$ cat src/rtl/seq_mux_scan.sv
// ---------------------------------------------------------------------------
// seq_mux_scan
//
// Registered N-channel, W-bit multiplexer with two modes:
//   manual - the channel named by sel drives y (if that channel is enabled)
//   scan   - enabled channels are visited round-robin, each held for
//            max(dwell,1) cycles
//
// Ports:
//   clk      in   single clock, rising edge
//   rst_n    in   asynchronous active-low reset
//   din      in   CHANNELS*WIDTH, channel i at din[i*WIDTH +: WIDTH]
//   sel      in   SELW, manual channel select
//   mode     in   0 = manual, 1 = scan
//   en_mask  in   CHANNELS, bit i enables channel i
//   dwell    in   DWELL_W, cycles per channel in scan mode (0 acts as 1)
//   y        out  WIDTH, registered selected data
//   y_ch     out  SELW, index of the channel driving y
//   y_valid  out  y/y_ch hold a sample from an enabled channel
//   strobe   out  one-cycle pulse in the first cycle of a newly selected channel
// ---------------------------------------------------------------------------
module seq_mux_scan #(
    parameter  int WIDTH    = 1,
    parameter  int CHANNELS = 4,
    parameter  int DWELL_W  = 8,
    localparam int SELW     = $clog2(CHANNELS)
) (
    input  logic                      clk,
    input  logic                      rst_n,
    input  logic [CHANNELS*WIDTH-1:0] din,
    input  logic [SELW-1:0]           sel,
    input  logic                      mode,
    input  logic [CHANNELS-1:0]       en_mask,
    input  logic [DWELL_W-1:0]        dwell,
    output logic [WIDTH-1:0]          y,
    output logic [SELW-1:0]           y_ch,
    output logic                      y_valid,
    output logic                      strobe
);

    typedef enum logic [1:0] {
        IDLE,
        MANUAL,
        SCAN
    } state_t;

    state_t               r_state;
    state_t               w_stateNext;

    logic [WIDTH-1:0]     r_y;
    logic [SELW-1:0]      r_ych;
    logic                 r_valid;
    logic                 r_strobe;
    logic [DWELL_W-1:0]   r_cnt;

    logic [WIDTH-1:0]     w_yNext;
    logic [SELW-1:0]      w_ychNext;
    logic                 w_validNext;
    logic                 w_strobeNext;
    logic [DWELL_W-1:0]   w_cntNext;

    logic [DWELL_W-1:0]   w_dwellLast;
    logic                 w_selOk;
    logic [SELW-1:0]      w_chFirst;
    logic [SELW-1:0]      w_chAdvance;
    logic [SELW-1:0]      w_chAfter;

    logic [WIDTH-1:0]     w_chan [CHANNELS];

    // Explicit wrap so a non-power-of-two channel count never produces an
    // out-of-range index.
    function automatic logic [SELW-1:0] wrapInc(input logic [SELW-1:0] idx);
        if (idx == SELW'(CHANNELS - 1)) begin
            return '0;
        end
        return idx + SELW'(1);
    endfunction

    // Lowest enabled index at or after start, wrapping once round the ring.
    // Returns start when nothing is enabled (never used in that case).
    function automatic logic [SELW-1:0] firstEnabled(
        input logic [SELW-1:0]     start,
        input logic [CHANNELS-1:0] mask
    );
        logic [SELW-1:0] idx;
        logic [SELW-1:0] res;
        logic            found;
        idx   = start;
        res   = start;
        found = 1'b0;
        for (int k = 0; k < CHANNELS; k++) begin
            if (!found && mask[idx]) begin
                found = 1'b1;
                res   = idx;
            end
            idx = wrapInc(idx);
        end
        return res;
    endfunction

    for (genvar g = 0; g < CHANNELS; g++) begin : g_chan
        assign w_chan[g] = din[g*WIDTH +: WIDTH];
    end

    // Next state and next register values. The mode decision is taken from
    // this cycle's inputs so the outputs follow them with one cycle of latency;
    // r_state remembers the previous mode so that entry into scan is visible.
    always_comb begin
        w_stateNext  = IDLE;
        w_yNext      = r_y;
        w_ychNext    = r_ych;
        w_validNext  = 1'b0;
        w_strobeNext = 1'b0;
        w_cntNext    = '0;
        w_chAfter    = r_ych;

        if (en_mask == '0) begin
            w_stateNext = IDLE;
        end else if (!mode) begin
            w_stateNext = MANUAL;
        end else begin
            w_stateNext = SCAN;
        end

        w_dwellLast = (dwell == '0) ? '0 : dwell - DWELL_W'(1);
        w_selOk     = (32'(sel) < CHANNELS) && en_mask[sel];
        w_chFirst   = firstEnabled(r_ych, en_mask);
        w_chAdvance = firstEnabled(wrapInc(r_ych), en_mask);

        case (w_stateNext)
            MANUAL: begin
                if (w_selOk) begin
                    w_yNext      = w_chan[sel];
                    w_ychNext    = sel;
                    w_validNext  = 1'b1;
                    w_strobeNext = (sel != r_ych) || !r_valid;
                end
            end
            SCAN: begin
                if (r_state != SCAN) begin
                    w_chAfter    = w_chFirst;
                    w_strobeNext = 1'b1;
                end else if (!en_mask[r_ych] || (r_cnt >= w_dwellLast)) begin
                    // Dwell expired, the dwell was shortened below the count,
                    // or the current channel was masked off.
                    w_chAfter    = w_chAdvance;
                    w_strobeNext = 1'b1;
                end else begin
                    w_chAfter = r_ych;
                    w_cntNext = r_cnt + DWELL_W'(1);
                end
                w_yNext     = w_chan[w_chAfter];
                w_ychNext   = w_chAfter;
                w_validNext = 1'b1;
            end
            default: begin
            end
        endcase
    end

    // State and output registers.
    always_ff @(posedge clk or negedge rst_n) begin
        if (!rst_n) begin
            r_state  <= IDLE;
            r_y      <= '0;
            r_ych    <= '0;
            r_valid  <= 1'b0;
            r_strobe <= 1'b0;
            r_cnt    <= '0;
        end else begin
            r_state  <= w_stateNext;
            r_y      <= w_yNext;
            r_ych    <= w_ychNext;
            r_valid  <= w_validNext;
            r_strobe <= w_strobeNext;
            r_cnt    <= w_cntNext;
        end
    end

    assign y       = r_y;
    assign y_ch    = r_ych;
    assign y_valid = r_valid;
    assign strobe  = r_strobe;

endmodule

$ cat config.mk
export PLATFORM = sky130hd
export DESIGN_NAME = seq_mux_scan
export DESIGN_NICKNAME = d
export VERILOG_FILES = /design/src/rtl/seq_mux_scan.sv
export SDC_FILE = /design/constraint.sdc
export NUM_CORES = 1
export LEC_CHECK = 0
export ABC_AREA = 1
export BUFFER_PORTS_ARGS = -buffer_cell sky130_fd_sc_hd__buf_2
export CORE_ASPECT_RATIO = 1.75
export CORE_MARGIN = 3
export CORE_UTILIZATION = 50
export DETAILED_ROUTE_END_ITERATION = 12
export PLACE_DENSITY = 0.76
export SLEW_MARGIN = 20
export SYNTH_ARGS = -nofsm -noshare
export SYNTH_HDL_FRONTEND = slang
export SYNTH_SLANG_ARGS = --single-unit
export TNS_END_PERCENT = 30
$ cat constraint.sdc
create_clock -name clk -period 4.8 [get_ports clk]
set_clock_uncertainty 0.05 [all_clocks]
set_input_delay 0.96 -clock clk [delete_from_list [all_inputs] [get_ports clk]]
set_output_delay 0.96 -clock clk [all_outputs]
set_load 0.1 [all_outputs]
==> flow_summary_export.csv <==
group,metric,value,unit
worst_setup_path,cpPeakStageDelay,260,ps
timing,drv_slew,0,
worst_setup_path,required,4890,ps
worst_setup_path,worstSetupStartpointType,"input port",
worst_setup_path,path_class,"input port to flip-flop",
worst_setup_path,cp_top_family,"simple AND/OR/NAND/NOR gates",
clock_tree,cts_sinks,15,
clock_tree,clk_path_buf_depth,2,
die,start_util,53.2,%
global_routing,overflow,0,
global_routing,grt_pass1_wl,7.45,mm
timing,setup_viol,0,
timing,setup_tns,0,ps
clock_tree,postCtsSetupBuffers,0,
power_and_ir_drop,total_power,1310,µW
finish,antennaDiodeCount,0,
power_and_ir_drop,vdd_ir_drop_max,0.562,mV
die,die_area,0.00418,mm²
die,io-pin-count,26,
yosys,synth_flop_cell,"dfrtp_1",
worst_setup_path,r2r_slack,2230,ps
routing,drc,0,
global_routing,grt_pass1_vias,1809,
worst_setup_path,critical_path.max_fanout,4,
placed_design,place_area,0.00186,mm²
timing,worst_slew_pin_slew,485,ps
worst_setup_path,cp-end-kind,"flip-flop",
worst_setup_path,path_common_cell,"nand2_1",
clock_tree,htree_levels,1,
yosys,ys_seq_elements,15,
clock_tree,numCtsBuffers,3,
finish,fin_util,59.5,%
run_status,outcome,"completed",
yosys,synth_top_family_by_area,"simple AND/OR/NAND/NOR gates",
routing,wirelength,4.02,mm
finish,areaGrowthSynthToFinish,11.9,%
routing,ant_nets,0,
yosys,async_flop_share,100,%
routing,num_vias,1771,
yosys,synth_fa_ha_area_share,8.06,%
timing,clock.fmax,0.287,GHz
finish,nets,324,
yosys,synth.net_count,296,
worst_setup_path,critPathArrivalTime,3570,ps
flow_run,max_cap_violations,0,
die,die_w,50.2,µm
yosys,ys_warn_count,0,
routing,drtIter0Drc,35,
die,die_h,83.3,µm
die,rows,27,
placed_design,gp_congestion,0.887,
hold_path,hold_class,"flip-flop to flip-flop",
die,fp.coreArea,0.00321,mm²
power_and_ir_drop,powerDensity,685,mW/mm²
finish,layout_commonest_cell,"nand2_1",
yosys,synth_compound_area_share,11.1,%
yosys,synth_cell_types,35,
global_routing,grt_usage,21.9,%
clock_tree,path_clk_slew,60,ps
yosys,postSynthAreaPerCell,6.46,µm²
worst_setup_path,path_cells,"buf_2 > inv_1 > ha_1 > nand2_1 > nor3_1 > inv_1 > nor3_1 > inv_1 > o21ai_0 > ha_1 > a21oi_1 > o21a_1 > nand3_1 > nor2_1 > nor2_1 > nor2_1 > nand2_2 > nand2_2 > nand2_1 > nand3_1 > nand3_1 > nand2_1 > nand2_1",
yosys,muxShareOfSynthArea,0,%
routing,first_pass_iters,4,
yosys,synth-simple-area-share,45.7,%
finish,instances_no_fill,334,
placed_design,placedCellCount,330,
timing,rsz0062_at_grt,"no",
clock_tree,cts-resized-gates,0,
worst_setup_path,crit_slowest_cell,"ha_1",
clock_tree,tritoncts,"yes",
yosys,synthXorXnorAreaFrac,3.08,%
timing,fin_crit,3480,ps
placed_design,dp_hpwl,3.36,mm
global_routing,antenna_found_initial,0,
finish,layout_common_cells,"nand2_1, inv_1, nand3_1, buf_2, nor2_1",
timing,timing.final.crit_share,72.5,%
clock_tree,cts_root_buf,"clkbuf_8",
routing,wl_per_cell,12.0,µm
finish,drive_above_1_share,18.9,%
clock_tree,postCtsHoldBufs,0,
routing,via_per_inst,5.30,
finish,nFillCells,333,
yosys,syn_inst,264,
power_and_ir_drop,p_leak,0.00106,µW
global_routing,grt_max_degree,16,
timing,relSlewSlack,67.9,%
yosys,synth_edf_count,0,
yosys,syn_area,0.00171,mm²
placed_design,portBuffers,25,
finish,stdcell_area,0.00191,mm²
worst_setup_path,critical_path_buf_inv_count,4,
timing,finalHoldViolCount,0,
clock_tree,clkLatencyLatePin,250,ps
yosys,ys_seq_area_share,22.0,%
==> cells in the mapped netlist (3+ instances only) <==
master	n	area (µm²)
nand2_2	5	31.3
inv_1	34	128
nand3_1	32	160
o21ai_0	8	40.0
xor2_1	5	43.8
nand2_1	75	282
nand3_2	5	50.1
nand4_1	4	25.0
o21ai_1	3	15.0
a21oi_1	8	40.0
ha_1	11	138
nor2_1	23	86.3
nor3_1	3	15.0
nand2_4	4	45.0
dfrtp_1	15	375
inv_2	3	11.3
nand3b_1	3	22.5
==> through the flow <==
step	hold WS (ps)	setup WS, ps
finish	452	1320
global route	482	767
CTS	464	1300
detailed placement	455	1050
global placement	434	1140
floorplan	404	1460
==> final timing paths <==
check                         start  endpoint  depth (start not counted)
setup / recovery           dwell[0]         y                         23
hold / removal             r_cnt[0]  r_cnt[0]                          1
setup reg to reg            y_ch[0]         y                         17
hold reg to reg            r_cnt[0]  r_cnt[0]                          1
max in group asynchronous     rst_n    strobe                          1
min in group asynchronous     rst_n   y_valid                          1
==> power breakdown <==
group,total [µW],internal (µW),switching (µW)
Clock,102,57.4,44.6
Combinational,1030,304,727
Sequential,174,144,30.4
Total,1310,505,802
==> cell families after synthesis <==
kind of cell	after synthesis
buffers and inverters	41
AOI/OAI and AO/OA	30
and+or+nand+nor	161
DFF	15
adders and majority gates	11
xor gates and xnor gates	6
==> sequential cells by signal, summed over array words and instances, names as in the netlist <==
signal and count:
r_cnt 8, r_state 2, y_ch 2, strobe 1, y 1, y_valid 1
==> layer usage <==
metal  vias up  global-route usage (%)  wire length, µm
li1        914                       -                -
met1       799                    22.0             1510
met2        46                    42.5             2280
met3        12                    2.51              127
met4         0                    9.07              103
met5         -                       0                0
==> area by class of cell <==
type | count | area, µm² | share of cell area (%)
Inverter | 39 | 149 | 7.80
Clock inverter | 1 | 5.00 | 0.262
Sequential cell | 15 | 375 | 19.7
Multi-Input combinational cell | 208 | 1160 | 60.7
Timing Repair Buffer | 25 | 125 | 6.55
Tap cell | 43 | 53.8 | 2.82
Clock buffer | 3 | 41.3 | 2.16
No activity file was read; power rests on OpenSTA's default activity.
